==> src/rtl/max7219_pkg.sv <==
// Shared definitions for the MAX7219 word sequencer: register addresses,
// FSM state encoding and the power-up init word table.
package max7219_pkg;

  localparam logic [3:0] REG_DIGIT0    = 4'h1;
  localparam logic [3:0] REG_DECODE    = 4'h9;
  localparam logic [3:0] REG_INTENSITY = 4'hA;
  localparam logic [3:0] REG_SCANLIMIT = 4'hB;
  localparam logic [3:0] REG_SHUTDOWN  = 4'hC;
  localparam logic [3:0] REG_TEST      = 4'hF;

  // Number of words in the power-up sequence.
  localparam int INIT_LEN = 5;

  typedef enum logic [2:0] {
    ST_WAIT_READY = 3'd0,
    ST_LOAD       = 3'd1,
    ST_WAIT_SENT  = 3'd2,
    ST_RELEASE    = 3'd3,
    ST_FINISH     = 3'd4,
    ST_IDLE       = 3'd5
  } state_t;

  // Init word for position index of the power-up sequence.
  function automatic logic [15:0] init_word(input logic [2:0] index,
                                            input logic [3:0] intensity,
                                            input logic [7:0] scan);
    case (index)
      3'd0:    init_word = {4'h0, REG_DECODE,    8'hFF};
      3'd1:    init_word = {4'h0, REG_INTENSITY, 4'h0, intensity};
      3'd2:    init_word = {4'h0, REG_SCANLIMIT, scan};
      3'd3:    init_word = {4'h0, REG_SHUTDOWN,  8'h01};
      default: init_word = {4'h0, REG_TEST,      8'h00};
    endcase
  endfunction

endpackage

==> src/rtl/max7219_frame_sequencer.sv <==
// Produces the MAX7219 init sequence after reset and one digit frame per
// update request, handing each 16-bit word to the SPI master and owning cs.
module max7219_frame_sequencer
  import max7219_pkg::*;
#(
  parameter logic [3:0] INTENSITY  = 4'h8,
  parameter int         NUM_DIGITS = 8,
  parameter int         CS_GAP     = 2
) (
  input  logic        clk,
  input  logic        res,
  input  logic        update,
  input  logic [31:0] digits,
  input  logic        spi_send,
  input  logic        spi_ready,
  output logic        cs,
  output logic [15:0] word_out,
  output logic        busy,
  output logic        init_done
);

  state_t      state, state_next;
  logic [2:0]  idx;
  logic        seq_init;
  logic [3:0]  gap_cnt;
  logic        pending;
  logic [31:0] frame;
  logic        last_word;
  logic [15:0] word_next;

  // Digit word for position k of the latched frame.
  function automatic logic [15:0] digit_word(input logic [31:0] f, input logic [2:0] k);
    digit_word = {4'h0, 4'({1'b0, k}) + REG_DIGIT0, 4'h0, f[{k, 2'b00} +: 4]};
  endfunction

  assign last_word = seq_init ? (idx == 3'(INIT_LEN - 1)) : (idx == 3'(NUM_DIGITS - 1));
  assign word_next = seq_init ? init_word(idx, INTENSITY, 8'(NUM_DIGITS - 1))
                              : digit_word(frame, idx);

  // State register.
  always_ff @(posedge clk) begin
    // NOTE: sequential state uses non-blocking assignments so every register
    // samples pre-edge values regardless of process ordering.
    if (res) state <= ST_WAIT_READY;
    else     state <= state_next;
  end

  // Next-state logic.
  always_comb begin
    // NOTE: default first so no path leaves state_next unassigned (no latch).
    state_next = state;
    case (state)
      ST_WAIT_READY: if (spi_ready && !spi_send && gap_cnt == 4'd0) state_next = ST_LOAD;
      ST_LOAD:       state_next = ST_WAIT_SENT;
      ST_WAIT_SENT:  if (spi_send) state_next = ST_RELEASE;
      ST_RELEASE:    state_next = last_word ? ST_FINISH : ST_WAIT_READY;
      ST_FINISH:     state_next = ST_IDLE;
      ST_IDLE:       if (pending || update) state_next = ST_WAIT_READY;
      default:       state_next = ST_WAIT_READY;
    endcase
  end

  // Datapath: word/cs outputs, index, gap counter, frame latch and flags.
  always_ff @(posedge clk) begin
    if (res) begin
      cs        <= 1'b1;
      word_out  <= 16'h0000;
      busy      <= 1'b0;
      init_done <= 1'b0;
      pending   <= 1'b0;
      idx       <= 3'd0;
      seq_init  <= 1'b1;
      gap_cnt   <= 4'd0;
      frame     <= 32'h0;
    end else begin
      // Requests arriving while a sequence is running collapse into one.
      if (update && state != ST_IDLE) pending <= 1'b1;
      case (state)
        ST_WAIT_READY: begin
          if (gap_cnt != 4'd0) gap_cnt <= gap_cnt - 4'd1;
          if (state_next == ST_LOAD) busy <= 1'b1;
        end
        ST_LOAD: begin
          word_out <= word_next;
          cs       <= 1'b0;
        end
        ST_RELEASE: begin
          cs      <= 1'b1;
          gap_cnt <= 4'(CS_GAP);
          if (!last_word) idx <= idx + 3'd1;
        end
        ST_FINISH: begin
          if (seq_init) init_done <= 1'b1;
          busy <= 1'b0;
        end
        ST_IDLE: begin
          if (pending || update) begin
            frame    <= digits;
            pending  <= 1'b0;
            busy     <= 1'b1;
            idx      <= 3'd0;
            seq_init <= 1'b0;
          end
        end
        default: ;
      endcase
    end
  end

endmodule

==> config.mk <==
export PLATFORM = sky130hd
export DESIGN_NAME = max7219_frame_sequencer
export DESIGN_NICKNAME = d
export VERILOG_FILES = /design/src/rtl/max7219_pkg.sv /design/src/rtl/max7219_frame_sequencer.sv
export SDC_FILE = /design/constraint.sdc
export NUM_CORES = 1
export LEC_CHECK = 0
export ABC_AREA = 0
export CORE_ASPECT_RATIO = 0.6
export CORE_MARGIN = 2
export CORE_UTILIZATION = 35
export CTS_BUF_LIST = sky130_fd_sc_hd__clkbuf_16
export DETAILED_ROUTE_END_ITERATION = 12
export GPL_ROUTABILITY_DRIVEN = 0
export PLACE_DENSITY_LB_ADDON = 0.15
export SYNTH_ARGS = -nofsm -noshare
export SYNTH_HDL_FRONTEND = slang
export SYNTH_SLANG_ARGS = --single-unit
==> constraint.sdc <==
create_clock -name clk -period 4 [get_ports clk]
set_clock_uncertainty 0.15 [all_clocks]
set_input_delay 1.2 -clock clk [delete_from_list [all_inputs] [get_ports clk]]
set_output_delay 1.2 -clock clk [all_outputs]
set_load 0.02 [all_outputs]
# ---- Word-level counts from Yosys, hierarchy flattened
# Index checks and enable logic that the tools add are counted.
dict set report totals {
  output_inout_bits 19
  regBits 63
  inputBits 37
  word_cells 68
}
dict set report op_classes {
  muxes 20
  shift 1
  add_sub_neg 3
  eq_ne 16
  n_reduce_logical 18
}
# op n
set ops {}
lappend ops {{case mux 11 bit (4 select lines)} 1}
lappend ops {{variable part select 32 x 6 -> 4 bit} 1}
lappend ops {{2-to-1 mux 3 bit} 6}
lappend ops {{case mux 3 bit (6 select lines)} 1}
lappend ops {{2-to-1 mux 16 bit} 1}
lappend ops {{== test 3 x 2 -> 1 bit (second input constant)} 4}
lappend ops {{== test 3 bit (second input constant)} 4}
lappend ops {{== test 3 x 1 -> 1 bit (second input constant)} 3}
lappend ops {{!= test 2 bit (second input constant)} 4}
lappend ops {{case mux 4 bit (2 select lines)} 1}
lappend ops {{logical NOT 3 bit} 2}
lappend ops {{2-to-1 mux 1 bit} 6}
lappend ops {{case mux 3 bit (2 select lines)} 1}
lappend ops {{AND reduction 2 bit} 3}
lappend ops {{AND reduction 3 bit} 2}
lappend ops {{nonzero test 2 bit} 3}
lappend ops {{adder 3 x 1 -> 4 bit (second input constant)} 1}
lappend ops {{logical NOT 4 bit} 1}
lappend ops {{2-to-1 mux 4 bit} 1}
lappend ops {{nonzero test 4 bit} 1}
lappend ops {{subtractor 4 x 1 -> 4 bit (second input constant)} 1}
lappend ops {{adder 3 x 1 -> 3 bit (second input constant)} 1}
lappend ops {{logical AND 1 bit} 3}
lappend ops {{!= test 3 bit (second input constant)} 1}
lappend ops {{other kinds (5)} 5}

# ---- Longest topological paths before layout
# Gate-level depths: netlist of run 1.
dict set report logic_depth {
  depth_word 8
  mapped_depth 8
  ltp_nobuf 6
}

# ---- Worst setup path before layout of run 1
# Ideal clock, no wire load.
dict set report synth_timing {
  kind {input to register}
  startpoint {input port update}
  endpoint {register frame[17]}
  path_buffers 2
  path_slack_ps 1776
  required_time_ps 3779
  t_arrival_ps 2003
  setup_ps 71
  path_stages 6
  path_cell_list {o21ai_1 > or2_1 > clkbuf_1 > buf_2 > nand2_1 > a21oi_1}
}
dict set report synth_between {
  elab_chain_len 2
}
# item line
set synth_lines {}
lappend synth_lines {{start: declaration} max7219_frame_sequencer.sv:12} ;# input logic update,
lappend synth_lines {{logical OR 1 bit} max7219_frame_sequencer.sv:97} ;# if (pending || update) begin
lappend synth_lines {{AND reduction 2 bit (no source line)} --}
lappend synth_lines {{end signal: assignment} max7219_frame_sequencer.sv:98} ;# frame <= digits;
lappend synth_lines {{end: declaration} max7219_frame_sequencer.sv:27} ;# logic [31:0] frame;
# No other way between the ends.
# A chain may end at the register's enable or synchronous reset.

# ---- Final worst setup path of run 1
dict set report layout_timing {
  startpoint {input port update}
  endpoint {register frame[13]}
}
# The elaborated chain is that of the path after synthesis.

==> metrics.md, run 1 <==
| Metric | Value |
|---|---|
| Diodes inserted | `0` |
| Syn-to-layout area delta | `25.3%` |
| Fin Setup TNS | `0 ns` |
| Ports | `56` |
| Die area | `0.00833 sq mm` |
| TritonCTS clock tree | `yes` |
| Mean routed wirelength per cell | `around 14 um` |
| Cell internal pwr | `1.06 mW` |
| Rows | `24` |
| Synth cell types | `49` |
| DIE WIDTH | `between 100 and 150 um` |
| Crit-path slowest cell | `nor2_2` |
| Max transition margin | `about 47%` |
| Overflow after GRT | `0` |
| RSZ-0062 raised after global routing | `no` |
| Number of enable flip-flop cells after synthesis | `0` |
| Worst reg2reg startpoint | `idx[1]$_SDFFE_PP0P_` |
| Worst Path Required | `4.08 ns` |
| Synth warnings | `0` |
| Hold Crit Class | `reg2reg` |
| Core region area | `0.00730 sq mm` |
| Worst-path clk slew | `0.08 ns` |
| Nets@finish | `390` |
| Crit. End Element | `flip-flop` |
| Top_reg_cell synth | `dfxtp_1` |
| Worst-Skew Late Latency | `~0.29 ns` |
| Root Driver | `clkbuf_16` |
| WP data arrival | `~2.9 ns` |
| Pin count of the biggest net entering global routing | `39` |
| Crit start category | `input port` |
| Max Root-Sink Buffers | `2` |
| Register bit count reported by yosys | `56` |
| DRT iter0 DRCs | `76` |
| Switching Share | `27.0%` |
| Sequential Power Share | `a little over two fifths` |
| Post-route insts no fill | `around 450` |
| Crit Path Class | `in2reg` |
| Post-CTS Setup Inserts | `0` |
| Switching power total | `0.392 mW` |
| Post-CTS sizing | `0` |
| WHS | `a little over 0.3 ns` |
| Final Hold Vio Count | `0` |
| Syn avg cell area | `8.52 sq um` |
| Filler cell count | `732` |
| Num CTS Buffers | `5` |
| Die height | `slightly above 70 um` |
| Total Routing Usage GR | `between 10% and 20%` |
| Bufs and invs on worst path | `2` |
| DR vias | `2155` |
| Post-route clock period utilization | `69.7%` |
| Peak VDD IR | `0.000178 V` |
| Vias in the first global route | `1963` |
| Seq/Total Area, Yosys | `42.2%` |
| Final Max Slew Viols | `0` |
| Average via count per standard cell | `4.78` |
| Max FO, Critical Path | `21` |
| Comb pwr share | `21.7%` |
| Crit path launch | `update` |
| Clock Sinks | `56` |
| Clock period minus worst slack | `approximately 2.8 ns` |
| Placed cell count | `between 400 and 500` |
| Min-delay src | `frame[10]$_SDFFE_PP0P_` |
| Status | `complete, no violations` |
| Cells after synthesis | `312` |
| H-tree levels | `2` |
| Reg area | `0.00112 sq mm` |
| CP delay by family, top | `buffers and inverters` |
| Asr flop ratio synth | `0%` |
| DRC | `0` |
| Final setup violation count | `0` |
| First-pass GRT wire length | `9.94 mm` |
| R2R setup slack | `1.68 ns` |
| IO Port Bufs | `between 50 and 60` |
| P_leak | `1.14 nW` |
| Measured slew at the worst slew-check pin | `0.795 ns` |
| Antenna Nets Post-Route | `0` |
| Area of the multi-input gates | `0.00136 sq mm` |
| Max cap viols | `0` |
| Antenna violations before repair | `0` |
| CTS Hold Buffers Added | `0` |
| Layout cells sized above 1 | `8.65%` |
| Initial DRT Pass Iterations | `4` |
| Routed WL | `6.12 mm` |
| Post-synthesis cell area | `0.00266 sq mm` |
| F_max | `358 MHz` |
| DP Wirelength | `4.39 mm` |
| Crit-path max cell delay | `0.50 ns` |
| Starting Density | `between 30% and 40%` |
| Clock power frac | `34.8%` |
| Power per cell area | `435 mW/mm^2` |
| Crit path cell chain | `clkdlybuf4s50_1, o21ai_1, nor2_2, buf_4, nand2_1, a21oi_1` |
==> layer usage <==
| metal | routed length [um] | global-route usage (%) | vias to the layer above |
|---|---|---|---|
| li1 | - | - | 1124 |
| met1 | 3350 | 24.7 | 974 |
| met2 | 2360 | 19.6 | 51 |
| met3 | 339 | 3.89 | 6 |
| met4 | 70 | 5.16 | 0 |
| met5 | 0 | 0 | - |
==> per-stage QoR <==
step | total power [mW] | area, sq um | utilization, % | worst slack [ns]
after floorplan | 0.861 | 2670 | - | 1.78
after global placement | 0.958 | 3160 | 43.3 | 0.921
after detailed placement | 0.958 | 3160 | 43.3 | 0.876
after CTS | 1.46 | 3330 | 45.6 | 1.19
after global routing | 1.53 | 3330 | 45.6 | 1.04
final | 1.45 | 3330 | 45.6 | 1.21
==> worst register-to-register path: stages, from the launching register on <==
cell and delay (ns):
dfxtp_1 0.84, inv_1 0.26, ha_1 0.30, o21ba_2 0.22
o211a_1 0.23, a221oi_1 0.23
==> final timing paths <==
path | end | cells after the start
max reg2reg | word_out[9]$_SDFFE_PP0P_ | 5
min reg2reg | frame[10]$_SDFFE_PP0P_ | 2
min | frame[10]$_SDFFE_PP0P_ | 2
max | frame[13]$_SDFFE_PP0P_ | 6
==> cells in the final DEF, fill, tap and decap left out, types with 5 or more instances in the layout <==
cell type         n
a21oi_1          43
clkbuf_16         5
clkdlybuf4s50_1  50
dfxtp_1          56
ha_1              7
inv_1             6
mux2i_1           6
nand2_1          73
nand2b_1          6
nor2_1           16
nor3_1            7
==> synthesized netlist by cell type, drive strengths merged, types with 6 or more instances <==
cell | count | share of area [%]
mux2i | 6 | 2.3
ha | 7 | 3.3
nor2 | 17 | 2.4
nand2b | 6 | 1.4
clkbuf | 10 | 1.4
inv | 6 | 0.85
dfxtp | 56 | 42
nor3 | 10 | 2.7
nand2 | 73 | 10
buf | 20 | 5.1
a21oi | 44 | 8.4
==> cell type report <==
cell class / count / area share [%]
Timing Repair Buffer: 54 / 15.9
Multi-Input combinational cell: 223 / 40.7
Clock buffer: 5 / 3.76
Sequential cell: 56 / 33.7
Tap cell: 104 / 3.91
Inverter: 6 / 0.676
Clock inverter: 3 / 1.43
==> cells by family after synthesis <==
family	after synthesis	synth area share, %
adder cells (fa/ha/maj)	7	3.30
multiplexers	15	7.77
other	1	0.141
buffers and inverters	36	7.34
AO/OA/AOI/OAI	70	16.2
XOR/XNOR	4	1.32
AND/OR/NAND/NOR	123	21.8
flip-flops	56	42.2
==> power groups by stage <==
stage	sequential, mW	combinational (mW)	clock, mW
2_1_floorplan	0.651	0.210	0
3_3_place_gp	0.644	0.314	0
3_5_place_dp	0.644	0.314	0
4_1_cts	0.631	0.316	0.515
5_1_grt	0.637	0.350	0.545
6_report	0.630	0.314	0.504
==> flip-flops by register name, indices dropped and copies added, names as in the netlist <==
name	cells
frame	32
word_out	9
gap_cnt	4
idx	3
state	3
busy	1
cs	1
init_done	1
pending	1
seq_init	1
(Power assumes the default switching activity.)
==> run 2: changes to the inputs <==
Clock period 4 ns to 2.5 ns, I/O delays scaled along.
==> run 2 against run 1 <==
  * Clock power rose by 59%
  * Routed wire length fell by 1.3%
  * Cell count rose by 1.6%
  * Global-route usage is 0.11 points lower
  * Critical path depth decreased by 5
  * Count of clock-buffer cells in the layout unchanged
  * Critical path type is now reg2out
  * Largest cell class unchanged
  * Highest routed layer unchanged
==> metrics.md, run 2 (same netlist as run 1, synthesis figures left out) <==
| Metric | Value |
|---|---|
| Post-CTS Setup Inserts | `0 (unchanged)` |
| Diodes inserted | `0 (unchanged)` |
| DRT iter0 DRCs | `99 (was 76)` |
| Post-route clock period utilization | `88.2%` |
| Max cap viols | `0 (unchanged)` |
| Met1 usage | `25.3% (was 24.7%)` |
| Crit. End Element | `primary output (was flip-flop)` |
| Bufs and invs on worst path | `1 (was 2)` |
| Routed WL | `6.04 mm (was 6.12 mm)` |
| Status | `complete, no violations (unchanged)` |
| Post-CTS sizing | `0 (unchanged)` |
| Switching Share | `26.8% (was 27.0%)` |
| Most common cell after layout, fill and taps aside | `nand2_1 (unchanged)` |
| CTS Hold Buffers Added | `0 (unchanged)` |
| Hold Path Cell Cnt | `2 (unchanged)` |
| Mean routed wirelength per cell | `13.2 um (was 13.6 um)` |
| Gr busiest metal | `met1 (unchanged)` |
| Average via count per standard cell | `4.79 (was 4.78)` |
| H-tree levels | `2 (unchanged)` |
| Antenna Nets Post-Route | `0 (unchanged)` |
| Antenna violations before repair | `0 (unchanged)` |
| Max Root-Sink Buffers | `2 (unchanged)` |
| Overflow after GRT | `0 (unchanged)` |
| P_leak | `1.18 nW (was 1.14 nW)` |
| Vias in the first global route | `1998 (was 1963)` |
| Tot Pwr | `2.31 mW (was 1.45 mW)` |
| Worst reg2reg startpoint | `idx[1]$_SDFFE_PP0P_ (unchanged)` |
| Syn-to-layout area delta | `28.2% (was 25.3%)` |
| Switching power total | `0.619 mW (was 0.392 mW)` |
| Core region area | `0.00730 sq mm (unchanged)` |
| R2R depth | `5 (unchanged)` |
| Pin count of the biggest net entering global routing | `34 (was 39)` |
| DP Wirelength | `4.39 mm (about the same)` |
| Top reg by flops | `frame (unchanged)` |
| Comb pwr share | `21.8% (was 21.7%)` |
| IO Port Bufs | `51 (unchanged)` |
| Num CTS Buffers | `5 (unchanged)` |
| Nets@finish | `397 (was 390)` |
| Crit path cell chain | `clkdlybuf4s50_1 (was clkdlybuf4s50_1, o21ai_1, nor2_2, buf_4, nand2_1, a21oi_1)` |
| Die area | `0.00833 sq mm (unchanged)` |
| Peak VDD IR | `0.000322 V (was 0.000178 V)` |
| Total Routing Usage GR | `15.3% (was 15.4%)` |
| Setup crit end | `word_out[2] (was frame[13]$_SDFFE_PP0P_)` |
| Clock Sinks | `56 (unchanged)` |
| Root Driver | `clkbuf_16 (unchanged)` |
| CP delay by family, top | `buffers and inverters (unchanged)` |
| Clock period minus worst slack | `2.21 ns` |
| GRT met2 Usage | `19.7% (was 19.6%)` |
| Initial DRT Pass Iterations | `4 (unchanged)` |
| Worst path depth | `1 (was 6)` |
| Max FO, Critical Path | `2 (was 21)` |
| First-pass GRT wire length | `10.0 mm (was 9.94 mm)` |
| Crit path launch | `word_out[2]$_SDFFE_PP0P_ (was update)` |
| Crit Path Class | `reg2out (was in2reg)` |
| Top flop regs | `frame x32, word_out x9, gap_cnt x4 (unchanged)` |
| Reg-to-reg endpoint | `word_out[0]$_SDFFE_PP0P_ (was word_out[9]$_SDFFE_PP0P_)` |
| Max transition margin | `66.6% (was 46.9%)` |
| Highest-count cells in the layout ignoring fill and taps | `73 x nand2_1, 56 x dfxtp_1, 50 x clkdlybuf4s50_1 (unchanged)` |
| Starting Density | `36.4% (unchanged)` |
| Fin Setup TNS | `0 ns (unchanged)` |
| Clock power frac | `34.6% (was 34.8%)` |
| DIE WIDTH | `116 um (unchanged)` |
| Sequential Power Share | `43.7% (was 43.5%)` |
| Crit start category | `flip-flop (was input port)` |
| Hold Crit Class | `reg2reg (unchanged)` |
| Crit-path max cell delay | `0.63 ns (was 0.50 ns)` |
| Ports | `56 (unchanged)` |
| Final setup violation count | `0 (unchanged)` |
| Worst-path clk slew | `0.07 ns (was 0.08 ns)` |
| Die height | `71.5 um (unchanged)` |
| Measured slew at the worst slew-check pin | `0.499 ns (was 0.795 ns)` |
| RSZ-0062 raised after global routing | `no (unchanged)` |
| Met3 usage | `3.38% (was 3.89%)` |
| Worst Path Required | `1.60 ns (was 4.08 ns)` |
| Filler cell count | `715 (was 732)` |
| F_max | `453 MHz` |
| Worst-Skew Late Latency | `0.29 ns (about the same)` |
| R2R setup slack | `0.49 ns (was 1.68 ns)` |
| Crit-path slowest cell | `clkdlybuf4s50_1 (was nor2_2)` |
| Final Hold Vio Count | `0 (unchanged)` |
| TritonCTS clock tree | `yes (unchanged)` |
| DRC | `0 (unchanged)` |
| Max reg flops | `32 (unchanged)` |
| Layout cells sized above 1 | `10.5% (was 8.65%)` |
| DR vias | `2195 (was 2155)` |
| Final Max Slew Viols | `0 (unchanged)` |
| Power per cell area | `679 mW/mm^2 (was 435 mW/mm^2)` |
| Cell internal pwr | `1.69 mW (was 1.06 mW)` |
| Rows | `24 (unchanged)` |
| WP data arrival | `1.31 ns (was 2.87 ns)` |
## run 2: power by group through the flow
stage | logic (mW) | registers, mW | clock network, mW
after CTS | 0.509 | 1.01 | 0.822
after floorplan | 0.336 | 1.04 | 0
after global routing | 0.564 | 1.02 | 0.861
after global placement | 0.501 | 1.03 | 0
final | 0.503 | 1.01 | 0.801
after detailed placement | 0.508 | 1.03 | 0
## run 2: routing by layer
metal  wire length (um)  part of all wire (%)
met5                  0                     0
met4                 40                  0.66
met3                315                   5.2
met2               2320                    38
met1               3360                    56
## run 2: final cells by class
type                    count  area (sq um)  share of cell area, %
clock buffers               5           125                   3.67
well taps                 104           130                   3.82
clock inverters             3          46.3                   1.36
repair buffers             61           606                   17.8
flip-flops and latches     56          1120                   32.9
inverters                   6          22.5                  0.661
multi-input cells         223          1360                   39.8
## run 2: through the flow
step                      hold WS, ns  cell area (sq um)  util (%)  setup slack, ns  cells
after detailed placement        0.296               3230      44.3            0.237    450
after CTS                       0.307               3410      46.7            0.293    458
after floorplan                 0.283               2670         -            0.566    315
after global placement          0.291               3230      44.3            0.266    450
final                           0.306               3410      46.7            0.294    458
after global routing            0.324               3410      46.7            0.249    458
## run 2: worst min-delay path by stage
stage,slack (ns),to,from
floorplan,0.28,frame[30]$_SDFFE_PP0P_,frame[30]$_SDFFE_PP0P_
global placement,0.29,frame[24]$_SDFFE_PP0P_,frame[24]$_SDFFE_PP0P_
detailed placement,0.30,frame[20]$_SDFFE_PP0P_,frame[20]$_SDFFE_PP0P_
CTS,0.31,frame[20]$_SDFFE_PP0P_,frame[20]$_SDFFE_PP0P_
global route,0.32,frame[27]$_SDFFE_PP0P_,frame[27]$_SDFFE_PP0P_
finish,0.31,frame[15]$_SDFFE_PP0P_,frame[15]$_SDFFE_PP0P_
==> run 3: changes to the inputs <==
Settings changed: MAX_ROUTING_LAYER from default to met4.
==> run 3 against run 2 <==
  * Non-clock buffer count unchanged
  * Routed wire length decreased by 0.15%
  * Global-route usage up 0.45 points
  * Critical path depth stayed put
  * Core utilization did not move
  * Count of clock-buffer cells in the layout unchanged
  * Cell count is the same
  * Critical endpoint unchanged
  * Highest routed layer unchanged
==> metrics.md, run 3 (same netlist as run 1, synthesis figures left out) <==
| Metric | Value |
|---|---|
| Status | `complete, no violations (unchanged)` |
| Final Hold Vio Count | `0 (unchanged)` |
| Crit path cell chain | `clkdlybuf4s50_1 (unchanged)` |
| DIE WIDTH | `116 um (unchanged)` |
| Min-delay src | `frame[15]$_SDFFE_PP0P_ (unchanged)` |
| Starting Density | `36.4% (unchanged)` |
| Met1 usage | `25.5% (was 25.3%)` |
| Die height | `71.5 um (unchanged)` |
| Max cap viols | `0 (unchanged)` |
| Root Driver | `clkbuf_16 (unchanged)` |
| Post-route clock period utilization | `88.3% (was 88.2%)` |
| Crit path launch | `word_out[2]$_SDFFE_PP0P_ (unchanged)` |
| Post-CTS sizing | `0 (unchanged)` |
| TritonCTS clock tree | `yes (unchanged)` |
| Die area | `0.00833 sq mm (unchanged)` |
| Initial DRT Pass Iterations | `4 (unchanged)` |
| Post-CTS Setup Inserts | `0 (unchanged)` |
| Crit-path max cell delay | `0.63 ns (about the same)` |
| CTS Hold Buffers Added | `0 (unchanged)` |
| Power per cell area | `680 mW/mm^2 (was 679 mW/mm^2)` |
| WP data arrival | `1.31 ns (about the same)` |
| Pin count of the biggest net entering global routing | `34 (unchanged)` |
| Hold Crit Class | `reg2reg (unchanged)` |
| Final setup margin | `0.293 ns (was 0.294 ns)` |
| DP Wirelength | `4.39 mm (unchanged)` |
| Clock period minus worst slack | `2.21 ns (about the same)` |
| Syn-to-layout area delta | `28.2% (unchanged)` |
| Tot Pwr | `2.31 mW (about the same)` |
| Worst reg2reg startpoint | `idx[1]$_SDFFE_PP0P_ (unchanged)` |
| Met3 usage | `3.13% (was 3.38%)` |
| Fin Setup TNS | `0 ns (unchanged)` |
| Diodes inserted | `0 (unchanged)` |
| P_leak | `1.18 nW (unchanged)` |
| H-tree levels | `2 (unchanged)` |
| Gr busiest metal | `met1 (unchanged)` |
| Core region area | `0.00730 sq mm (unchanged)` |
| Rows | `24 (unchanged)` |
| Worst Path Required | `1.60 ns (about the same)` |
| Total Routing Usage GR | `15.8% (was 15.3%)` |
| Peak VDD IR | `0.000323 V (was 0.000322 V)` |
| F_max | `453 MHz (about the same)` |
| First-pass GRT wire length | `9.96 mm (was 10.0 mm)` |
| Final setup violation count | `0 (unchanged)` |
| GRT met2 Usage | `19.6% (was 19.7%)` |
| Layout cells sized above 1 | `10.5% (unchanged)` |
| WHS | `0.306 ns (about the same)` |
| Most common cell after layout, fill and taps aside | `nand2_1 (unchanged)` |
| Max FO, Critical Path | `2 (unchanged)` |
| Overflow after GRT | `0 (unchanged)` |
| Nets@finish | `397 (unchanged)` |
| Final Max Slew Viols | `0 (unchanged)` |
| DRC | `0 (unchanged)` |
| Clock Sinks | `56 (unchanged)` |
| Crit. End Element | `primary output (unchanged)` |
| IO Port Bufs | `51 (unchanged)` |
| Max reg flops | `32 (unchanged)` |
| Crit-path slowest cell | `clkdlybuf4s50_1 (unchanged)` |
| Routed WL | `6.03 mm (was 6.04 mm)` |
| Vias in the first global route | `1993 (was 1998)` |
| DRT iter0 DRCs | `96 (was 99)` |
| DR vias | `2173 (was 2195)` |
| Highest-count cells in the layout ignoring fill and taps | `73 x nand2_1, 56 x dfxtp_1, 50 x clkdlybuf4s50_1 (unchanged)` |
| RSZ-0062 raised after global routing | `no (unchanged)` |
| Max Root-Sink Buffers | `2 (unchanged)` |
| Ports | `56 (unchanged)` |
| Bufs and invs on worst path | `1 (unchanged)` |
| Antenna violations before repair | `0 (unchanged)` |
| Top flop regs | `frame x32, word_out x9, gap_cnt x4 (unchanged)` |
| Antenna Nets Post-Route | `0 (unchanged)` |
| Num CTS Buffers | `5 (unchanged)` |
| Worst-path clk slew | `0.07 ns (about the same)` |
| Pre-CTS setup slack | `0.237 ns (unchanged)` |
| Crit Path Class | `reg2out (unchanged)` |
| Crit start category | `flip-flop (unchanged)` |
| CP delay by family, top | `buffers and inverters (unchanged)` |
| Top reg by flops | `frame (unchanged)` |
| Worst-Skew Late Latency | `0.29 ns (about the same)` |
| Average via count per standard cell | `4.74 (was 4.79)` |
| Mean routed wirelength per cell | `13.2 um (about the same)` |
run 3: area by class of cell:
| type | instances | area (sq um) |
|---|---|---|
| clock buffers | 5 | 125 |
| clock inverters | 3 | 46.3 |
| fillers | 715 | 3890 |
| inverters | 6 | 22.5 |
| multi-input cells | 223 | 1360 |
| flip-flops and latches | 56 | 1120 |
| well taps | 104 | 130 |
| repair buffers | 61 | 606 |
run 3: path summary, 6_finish.rpt:
check                                                 to  slack [ns]  cells after the start
worst max-delay path                         word_out[2]        0.29                      1
worst min-delay path              frame[15]$_SDFFE_PP0P_        0.31                      2
worst max register to register  word_out[0]$_SDFFE_PP0P_        0.51                      5
worst min register to register    frame[15]$_SDFFE_PP0P_        0.31                      2
run 3: per-layer routing:
metal  part of all wire [%]  up-vias
met2                     38       51
met4                   0.66        0
met5                      0        -
li1                       -     1134
met1                     56      983
met3                    4.5        5
run 3: per-stage QoR:
step / instance area [sq um] / utilization [%] / std cells
global placement: 3230 / 44.3 / 450
CTS: 3410 / 46.7 / 458
detailed placement: 3230 / 44.3 / 450
floorplan: 2670 / - / 315
global route: 3410 / 46.7 / 458
finish: 3410 / 46.7 / 458
run 3: worst register-to-register path, delay by kind of cell, from the launching register on:
family          cells  cell delay (ns)
mux                 2             0.79
compound gates      1             0.06
buf+inv             1             0.27
simple gates        1             0.08
flops               1             0.53
run 3: where the power goes:
part           leakage [nW]  internal [mW]  total, mW  switching [mW]
logic                 0.645          0.264      0.504           0.240
registers             0.453          0.955       1.01          0.0556
clock network        0.0804          0.476      0.800           0.324
